===== src/rtl/pixel_stream_compare_pkg.sv =====
// Shared image-processing definitions: pixel width, mismatch counter width,
// frame-check state encoding and the absolute-difference helper.
// Imported by the compare top and by its bus interface.
package pixel_stream_compare_pkg;

  localparam int PIX_W = 8;
  localparam int CNT_W = 16;

  typedef logic [PIX_W-1:0] pixel_t;

  typedef enum logic [1:0] {
    ST_IDLE = 2'd0,
    ST_RUN  = 2'd1,
    ST_DONE = 2'd2
  } state_t;

  // Absolute difference kept one bit wider than a pixel, so the subtraction
  // never wraps.
  function automatic logic [PIX_W:0] abs_diff(input pixel_t a, input pixel_t b);
    if (a >= b) return {1'b0, a} - {1'b0, b};
    else        return {1'b0, b} - {1'b0, a};
  endfunction

endpackage


===== src/rtl/pixel_stream_compare_if.sv =====
// Bus between a frame checker and its driver.
// master drives: start, ref_valid, ref_pixel, dut_pixel.
// slave drives : busy, done, pass, mismatch_cnt, first_err_*, max_diff.
interface pixel_stream_compare_if #(
  parameter int IMG_W = 256,
  parameter int IMG_H = 256
);
  import pixel_stream_compare_pkg::*;

  localparam int XW = (IMG_W > 1) ? $clog2(IMG_W) : 1;
  localparam int YW = (IMG_H > 1) ? $clog2(IMG_H) : 1;

  logic             start;
  logic             ref_valid;
  pixel_t           ref_pixel;
  pixel_t           dut_pixel;
  logic             busy;
  logic             done;
  logic             pass;
  logic [CNT_W-1:0] mismatch_cnt;
  logic             first_err_valid;
  logic [XW-1:0]    first_err_x;
  logic [YW-1:0]    first_err_y;
  pixel_t           max_diff;

  modport master (
    output start, ref_valid, ref_pixel, dut_pixel,
    input  busy, done, pass, mismatch_cnt, first_err_valid,
           first_err_x, first_err_y, max_diff
  );

  modport slave (
    input  start, ref_valid, ref_pixel, dut_pixel,
    output busy, done, pass, mismatch_cnt, first_err_valid,
           first_err_x, first_err_y, max_diff
  );

endinterface


===== src/rtl/pixel_stream_compare_delay_line.sv =====
// pixel_delay_line: DEPTH-stage shift register of (valid, data) pairs.
// Ports: clk, rst (sync, active-high), clr (sync clear of all valids),
// in_valid/in_data enter stage 0, out_valid/out_data leave stage DEPTH-1.
module pixel_delay_line #(
  parameter int DEPTH = 1,
  parameter int WIDTH = 8
) (
  input  logic             clk,
  input  logic             rst,
  input  logic             clr,
  input  logic             in_valid,
  input  logic [WIDTH-1:0] in_data,
  output logic             out_valid,
  output logic [WIDTH-1:0] out_data
);

  logic [DEPTH-1:0] vld_q;
  logic [WIDTH-1:0] dat_q [DEPTH];

  always_ff @(posedge clk) begin
    if (rst || clr) begin
      vld_q <= '0;
    end else begin
      for (int i = DEPTH - 1; i > 0; i--) vld_q[i] <= vld_q[i-1];
      vld_q[0] <= in_valid;
    end
  end

  // Data is qualified by vld_q, so it needs no reset.
  always_ff @(posedge clk) begin
    for (int i = DEPTH - 1; i > 0; i--) dat_q[i] <= dat_q[i-1];
    dat_q[0] <= in_data;
  end

  assign out_valid = vld_q[DEPTH-1];
  assign out_data  = dat_q[DEPTH-1];

endmodule


===== src/rtl/pixel_stream_compare.sv =====
// pixel_stream_compare: checks a pipelined stage frame by frame by comparing
// its output against the source pixel delayed by LAT cycles.
// Ports: clk, rst (sync, active-high), bus (slave): start/ref_valid/ref_pixel/
// dut_pixel in; busy/done/pass/mismatch_cnt/first_err_*/max_diff out.
module pixel_stream_compare
  import pixel_stream_compare_pkg::*;
#(
  parameter int IMG_W = 256,
  parameter int IMG_H = 256,
  parameter int LAT   = 1,
  parameter int TOL   = 0
) (
  input  logic                  clk,
  input  logic                  rst,
  pixel_stream_compare_if.slave bus
);

  localparam int XW    = (IMG_W > 1) ? $clog2(IMG_W) : 1;
  localparam int YW    = (IMG_H > 1) ? $clog2(IMG_H) : 1;
  localparam int TOTAL = IMG_W * IMG_H;
  localparam int CW    = $clog2(TOTAL + 1);

  localparam logic [CW-1:0]    TOTAL_C = CW'(TOTAL);
  localparam logic [CW-1:0]    LAST_C  = CW'(TOTAL - 1);
  localparam logic [XW-1:0]    X_LAST  = XW'(IMG_W - 1);
  localparam logic [PIX_W:0]   TOL_C   = (PIX_W + 1)'(TOL);

  state_t           state_q, state_d;
  logic             clear, accept, cmp, last_cmp, mismatch;
  logic [CW-1:0]    acc_cnt_q, cmp_cnt_q;
  logic [XW-1:0]    x_q, fe_x_q;
  logic [YW-1:0]    y_q, fe_y_q;
  logic             d_valid;
  pixel_t           d_pixel;
  logic [PIX_W:0]   diff;
  logic             done_q, fe_vld_q;
  logic [CNT_W-1:0] mm_cnt_q;
  pixel_t           max_q;

  always_ff @(posedge clk) begin
    if (rst) state_q <= ST_IDLE;
    else     state_q <= state_d;
  end

  // clear marks the cycle a new frame is launched; start seen in RUN is
  // ignored because only IDLE and DONE react to it.
  always_comb begin
    state_d = state_q;
    clear   = 1'b0;
    unique case (state_q)
      ST_IDLE, ST_DONE: begin
        if (bus.start) begin
          state_d = ST_RUN;
          clear   = 1'b1;
        end
      end
      ST_RUN:  if (last_cmp) state_d = ST_DONE;
      default: state_d = ST_IDLE;
    endcase
  end

  assign accept   = (state_q == ST_RUN) && bus.ref_valid && (acc_cnt_q < TOTAL_C);
  assign cmp      = (state_q == ST_RUN) && d_valid;
  assign last_cmp = cmp && (cmp_cnt_q == LAST_C);
  assign diff     = abs_diff(d_pixel, bus.dut_pixel);
  assign mismatch = diff > TOL_C;

  pixel_delay_line #(
    .DEPTH (LAT),
    .WIDTH (PIX_W)
  ) u_delay (
    .clk       (clk),
    .rst       (rst),
    .clr       (clear),
    .in_valid  (accept),
    .in_data   (bus.ref_pixel),
    .out_valid (d_valid),
    .out_data  (d_pixel)
  );

  always_ff @(posedge clk) begin
    if (rst || clear) begin
      acc_cnt_q <= '0;
      cmp_cnt_q <= '0;
      x_q       <= '0;
      y_q       <= '0;
      done_q    <= 1'b0;
      mm_cnt_q  <= '0;
      fe_vld_q  <= 1'b0;
      fe_x_q    <= '0;
      fe_y_q    <= '0;
      max_q     <= '0;
    end else begin
      // The final compare registers its result on the same edge that
      // enters DONE, so done and the complete results appear together.
      done_q <= last_cmp;
      if (accept) acc_cnt_q <= acc_cnt_q + 1'b1;
      if (cmp) begin
        cmp_cnt_q <= cmp_cnt_q + 1'b1;
        if (x_q == X_LAST) begin
          x_q <= '0;
          y_q <= y_q + 1'b1;
        end else begin
          x_q <= x_q + 1'b1;
        end
        // diff never exceeds 255, so its low byte is the full value.
        if (diff[PIX_W-1:0] > max_q) max_q <= diff[PIX_W-1:0];
        if (mismatch) begin
          if (mm_cnt_q != {CNT_W{1'b1}}) mm_cnt_q <= mm_cnt_q + 1'b1;
          if (!fe_vld_q) begin
            fe_vld_q <= 1'b1;
            fe_x_q   <= x_q;
            fe_y_q   <= y_q;
          end
        end
      end
    end
  end

  assign bus.busy            = (state_q == ST_RUN);
  assign bus.done            = done_q;
  assign bus.pass            = (state_q == ST_DONE) && (mm_cnt_q == '0);
  assign bus.mismatch_cnt    = mm_cnt_q;
  assign bus.first_err_valid = fe_vld_q;
  assign bus.first_err_x     = fe_x_q;
  assign bus.first_err_y     = fe_y_q;
  assign bus.max_diff        = max_q;

endmodule


===== src/flat_wrapper.sv =====
// flat-port wrapper written by rule: the top's interface ports become plain ports
module pixel_stream_compare_flat import pixel_stream_compare_pkg::*;
#(
  parameter int IMG_W = 256,
  parameter int IMG_H = 256,
  parameter int LAT   = 1,
  parameter int TOL   = 0
)
  (clk, rst, bus_start, bus_ref_valid, bus_ref_pixel, bus_dut_pixel, bus_busy, bus_done, bus_pass, bus_mismatch_cnt, bus_first_err_valid, bus_first_err_x, bus_first_err_y, bus_max_diff);
  pixel_stream_compare_if #(.IMG_W(IMG_W), .IMG_H(IMG_H)) bus_i ();
  input  logic clk;
  input  logic rst;
  input wire logic [$bits(bus_i.start)-1:0] bus_start;
  input wire logic [$bits(bus_i.ref_valid)-1:0] bus_ref_valid;
  input wire logic [$bits(bus_i.ref_pixel)-1:0] bus_ref_pixel;
  input wire logic [$bits(bus_i.dut_pixel)-1:0] bus_dut_pixel;
  output wire logic [$bits(bus_i.busy)-1:0] bus_busy;
  output wire logic [$bits(bus_i.done)-1:0] bus_done;
  output wire logic [$bits(bus_i.pass)-1:0] bus_pass;
  output wire logic [$bits(bus_i.mismatch_cnt)-1:0] bus_mismatch_cnt;
  output wire logic [$bits(bus_i.first_err_valid)-1:0] bus_first_err_valid;
  output wire logic [$bits(bus_i.first_err_x)-1:0] bus_first_err_x;
  output wire logic [$bits(bus_i.first_err_y)-1:0] bus_first_err_y;
  output wire logic [$bits(bus_i.max_diff)-1:0] bus_max_diff;
  assign bus_i.start = bus_start;
  assign bus_i.ref_valid = bus_ref_valid;
  assign bus_i.ref_pixel = bus_ref_pixel;
  assign bus_i.dut_pixel = bus_dut_pixel;
  assign bus_busy = bus_i.busy;
  assign bus_done = bus_i.done;
  assign bus_pass = bus_i.pass;
  assign bus_mismatch_cnt = bus_i.mismatch_cnt;
  assign bus_first_err_valid = bus_i.first_err_valid;
  assign bus_first_err_x = bus_i.first_err_x;
  assign bus_first_err_y = bus_i.first_err_y;
  assign bus_max_diff = bus_i.max_diff;
  pixel_stream_compare #(.IMG_W(IMG_W), .IMG_H(IMG_H), .LAT(LAT), .TOL(TOL)) u_core (.clk(clk), .rst(rst), .bus(bus_i));
endmodule

===== config.mk =====
export PLATFORM = sky130hd
export DESIGN_NAME = pixel_stream_compare_flat
export DESIGN_NICKNAME = d
export VERILOG_FILES = /design/src/rtl/pixel_stream_compare_pkg.sv /design/src/rtl/pixel_stream_compare_if.sv /design/src/rtl/pixel_stream_compare_delay_line.sv /design/src/rtl/pixel_stream_compare.sv /design/src/flat_wrapper.sv
export SDC_FILE = /design/constraint.sdc
export NUM_CORES = 1
export LEC_CHECK = 0
export BUFFER_PORTS_ARGS = -buffer_cell sky130_fd_sc_hd__buf_2
export CAP_MARGIN = 10
export CELL_PAD_IN_SITES_DETAIL_PLACEMENT = 0
export CELL_PAD_IN_SITES_GLOBAL_PLACEMENT = 1
export CORE_MARGIN = 8
export CORE_UTILIZATION = 40
export CTS_BUF_LIST = sky130_fd_sc_hd__clkbuf_4
export DETAILED_ROUTE_END_ITERATION = 8
export PLACE_DENSITY = 0.79
export SLEW_MARGIN = 0
export SYNTH_ARGS = -nofsm -noshare
export SYNTH_HDL_FRONTEND = slang
export SYNTH_HIERARCHICAL = 1
export SYNTH_SLANG_ARGS = --single-unit

===== constraint.sdc =====
create_clock -name clk -period 7.41 [get_ports clk]
set_clock_uncertainty 0.15 [all_clocks]
set_input_delay 0.3705 -clock clk [delete_from_list [all_inputs] [get_ports clk]]
set_output_delay 0.3705 -clock clk [all_outputs]
set_load 0.005 [all_outputs]

==> reports/results.txt <==
hold crit path type - input pin to flip-flop
Finished Layout Cells - 880
RSZ-0062 raised after global routing - no
Post-CTS Setup Inserts - 0
WL final - 12,700 um
CTS max path bufs - 2
number of synthesized flops with an enable pin - 0
largest cells by area after synthesis - dfxtp_1 38%, ha_1 6.7%, xor2_1 4.7%
Worst Hold Depth - 4
via count - 4,735
# IOs - 64
number of buffers created by CTS - 9
Synth Area in Compound Gates - 0.159
syn_area_per_cell - 8.44 sq um
Yosys reg bits - 103
share of cells above drive strength 1 - 0.135
# nets final - 751
Placer Congestion - 0.870
setup violators final - 0
GRT Total Usage - 0.144
Worst Setup Start Kind - flip-flop
DP HPWL - 9150 um
Tightest Pin Transition - 945 ps
Max stage delay cell, worst path - ha_1
clock root buffer - clkbuf_4
final clock period utilization by the worst path - 0.521
Crit path largest cell delay - 400 ps
crit path kind - flip-flop to flip-flop
Initial Util - 0.410
Synth warnings - 6
WHS Endpoint - u_core/state_q[0]
Post-Synth Adder-Cell Area - 0.0741
post-synth top area cell - dfxtp_1
RR Startpoint - u_core/u_delay/dat_q[0][2]
fin. max-slew vios - 0
diode count - 0
Mapped Area - 5430 sq um
# rows - 42
CTS clock-pin slew for the worst setup and hold paths - 160 ps
Design Power - 1030 uW
total gr overflow - 0
DRT iter0 DRCs - 285
simple-gate share of the synthesized area - 0.260
worst r2r path cells - 15
worst vdd ir - 0.000110 V
first-pass GRT wire length - 21,400 um
largest net degree at the start of global routing - 64
CP most frequent cell - a21o_1
cells along the critical path - ha_1 -> and3_1 -> nand4_2 -> a21o_1 -> a2bb2oi_1 -> xor2_1 -> inv_1 -> ha_1 -> a21o_1 -> a21o_1 -> a21oi_1 -> o211a_1 -> and2_0 -> nor2_1 -> a211oi_1
Clock Latency Late Sink - 460 ps
Die Area - 17,600 sq um
Register-to-Register Setup Slack - 3550 ps
Routed Antenna Nets - 0
H-tree Lvls - 3
post-synthesis mux area share - 0.00921
WL/cell - 14.4 um
worst rel slew slack - 0.368
WP data arrival - 4100 ps
CP required - 7650 ps
crit path time final - 3860 ps
RR Endpoint - u_core/bus.max_diff[0]
setup TNS - 0 ps
post-synthesis xor/xnor area fraction - 0.0645
total core area - 13,200 sq um
Async SR Flop Fraction - 0
placed cells - 855
ys flop type - dfxtp_1
worst hold path startpoint - bus_start
DRC - 0
DR vias/cell - 5.38
Die Wd - 133 um
final hold violation count - 0
Synth top area share - 0.379
initial antenna violation count - 0
clk sinks - 103
Cell variety after synth - 62
outcome - complete, no violations
PD cells - 169 nW/um^2
CP max FO - 9
number of global-route vias before repair - 4,579
drt first pass iters - 5
sequential fraction of the synthesis area - 0.379
maximum clock frequency - 0.259 GHz
Die Height - 133 um
number of port buffers - 63
Pleak - 0.00250 uW
Cells after Synth - 644
crit path capture type - flip-flop
synthesis-to-layout area growth - 12.4%
Net Count, Synth - 695
number of max-cap violations - 0
CTS tree - built
largest family of logic cells by synthesized area - simple AND/OR/NAND/NOR gates
==> worst max-delay path, delay by kind of cell (launching register included) <==
family                     cells  cell delay [ps]
adders and majority gates      2              710
xor gates and xnor gates       1              210
and+or+nand+nor                4              870
buffers and inverters          1              100
DFF                            1              350
AOI/OAI and AO/OA              7             1410
==> sequential cells by signal (all words and copies together) (netlist names) <==
register and flops:
u_core/bus.mismatch_cnt 16, u_core/cmp_cnt_q 17, u_core/bus.first_err_valid 1, u_core/u_delay/dat_q 8
u_core/u_delay/out_valid 1, u_core/bus.done 1, u_core/y_q 8, u_core/acc_cnt_q 17
u_core/bus.first_err_x 8, u_core/state_q 2, u_core/bus.first_err_y 8, u_core/x_q 8
u_core/bus.max_diff 8
==> repair_timing <==
| action | 4_1_cts | 5_1_grt |
|---|---|---|
| endpoints found under the setup margin | 0 | 0 |
| resized for setup | 0 | 0 |
| endpoints found under the hold margin | 11 | 0 |
| hold buffers | 10 | 0 |
==> power by group <==
group / internal, uW / leakage [uW] / switching (uW) / total [uW]
sequential: 558 / 0.000833 / 2.70 / 560
combinational: 56.2 / 0.00158 / 89.2 / 145
clock: 139 / 0.0000883 / 190 / 329
total: 753 / 0.00250 / 282 / 1030
==> how the worst max path moves through the flow <==
| stage | end | from |
|---|---|---|
| detailed placement | u_core/bus.max_diff[0] | bus_dut_pixel[4] |
| finish | u_core/bus.max_diff[0] | u_core/u_delay/dat_q[0][2] |
| global placement | u_core/bus.max_diff[3] | bus_dut_pixel[4] |
| CTS | u_core/bus.max_diff[0] | u_core/u_delay/dat_q[0][4] |
| global route | u_core/bus.max_diff[0] | u_core/u_delay/dat_q[0][0] |
| floorplan | u_core/bus.max_diff[2] | bus_dut_pixel[3] |
==> cells in the final DEF (no fill, tap or decap), drive strengths merged, types with 12 or more instances in the layout <==
| cell | instances |
|---|---|
| inv | 41 |
| buf | 66 |
| o211ai | 19 |
| dfxtp | 103 |
| nand4 | 14 |
| or3 | 21 |
| nor2 | 58 |
| nor3 | 12 |
| nand2 | 65 |
| o21ai | 28 |
| nand4b | 16 |
| ha | 29 |
| xor2 | 29 |
| nand3 | 23 |
| and3 | 14 |
| a21oi | 45 |
==> stage by stage <==
step	utilization	instance area [sq um]	setup slack, ps	hold WS, ps
final	0.461	6110	3550	233
after global routing	0.461	6110	3160	200
after CTS	0.461	6110	3530	185
after global placement	0.442	5850	3470	293
after floorplan	-	5430	3820	248
after detailed placement	0.442	5850	3390	307
==> Yosys cell counts, types with 2 or more instances <==
library cell and instances:
a21boi_0 2, buf_2 3, o221ai_1 2, a21o_1 6, nor2b_1 3, buf_1 2
o21a_1 4, nor4_1 5, nand2b_1 5, o31ai_1 6, nand2_1 65, a21oi_1 44
or3_1 21, nand4_1 13, o21ai_1 2, nor2_1 56, nand4b_1 16, o31a_1 3
a31oi_1 3, xnor2_1 11, nor3_1 10, dfxtp_1 103, a211oi_1 3, clkbuf_1 21
xor2_1 29, inv_1 39, or4_1 8, and2_1 5, buf_6 2, ha_1 29
o211ai_1 19, nand3_1 23, mux2i_1 5, and3_1 14, buf_4 3, o211a_1 2
and4_1 2, nor4b_1 4, nor3_2 2, fa_1 2, o21ai_0 26
==> per-layer routing <==
metal,GRT usage,vias up,share of wire
met5,0,-,0
met4,0.0347,0,0.010
met3,0.0458,8,0.052
met2,0.247,85,0.48
met1,0.170,2257,0.46
li1,-,2385,-
==> logic make-up (layout without fill, tap and decap cells) <==
group           after synthesis  in the layout
xor+xnor                     40             40
buf+inv                      70            130
flops                       103            103
simple gates                262            262
mux                           5              5
fa+ha+maj                    31             31
compound gates              133            133
==> cell type report <==
cell class,count,area [sq um]
inverter,39,146
multi-input combinational,471,3080
sequential,103,2060
tap,176,220
fill,1335,7130
timing repair buffer,76,438
clock inverter,6,93.8
clock buffer,9,67.6
Note: power is estimated with default switching activity, not from simulation.
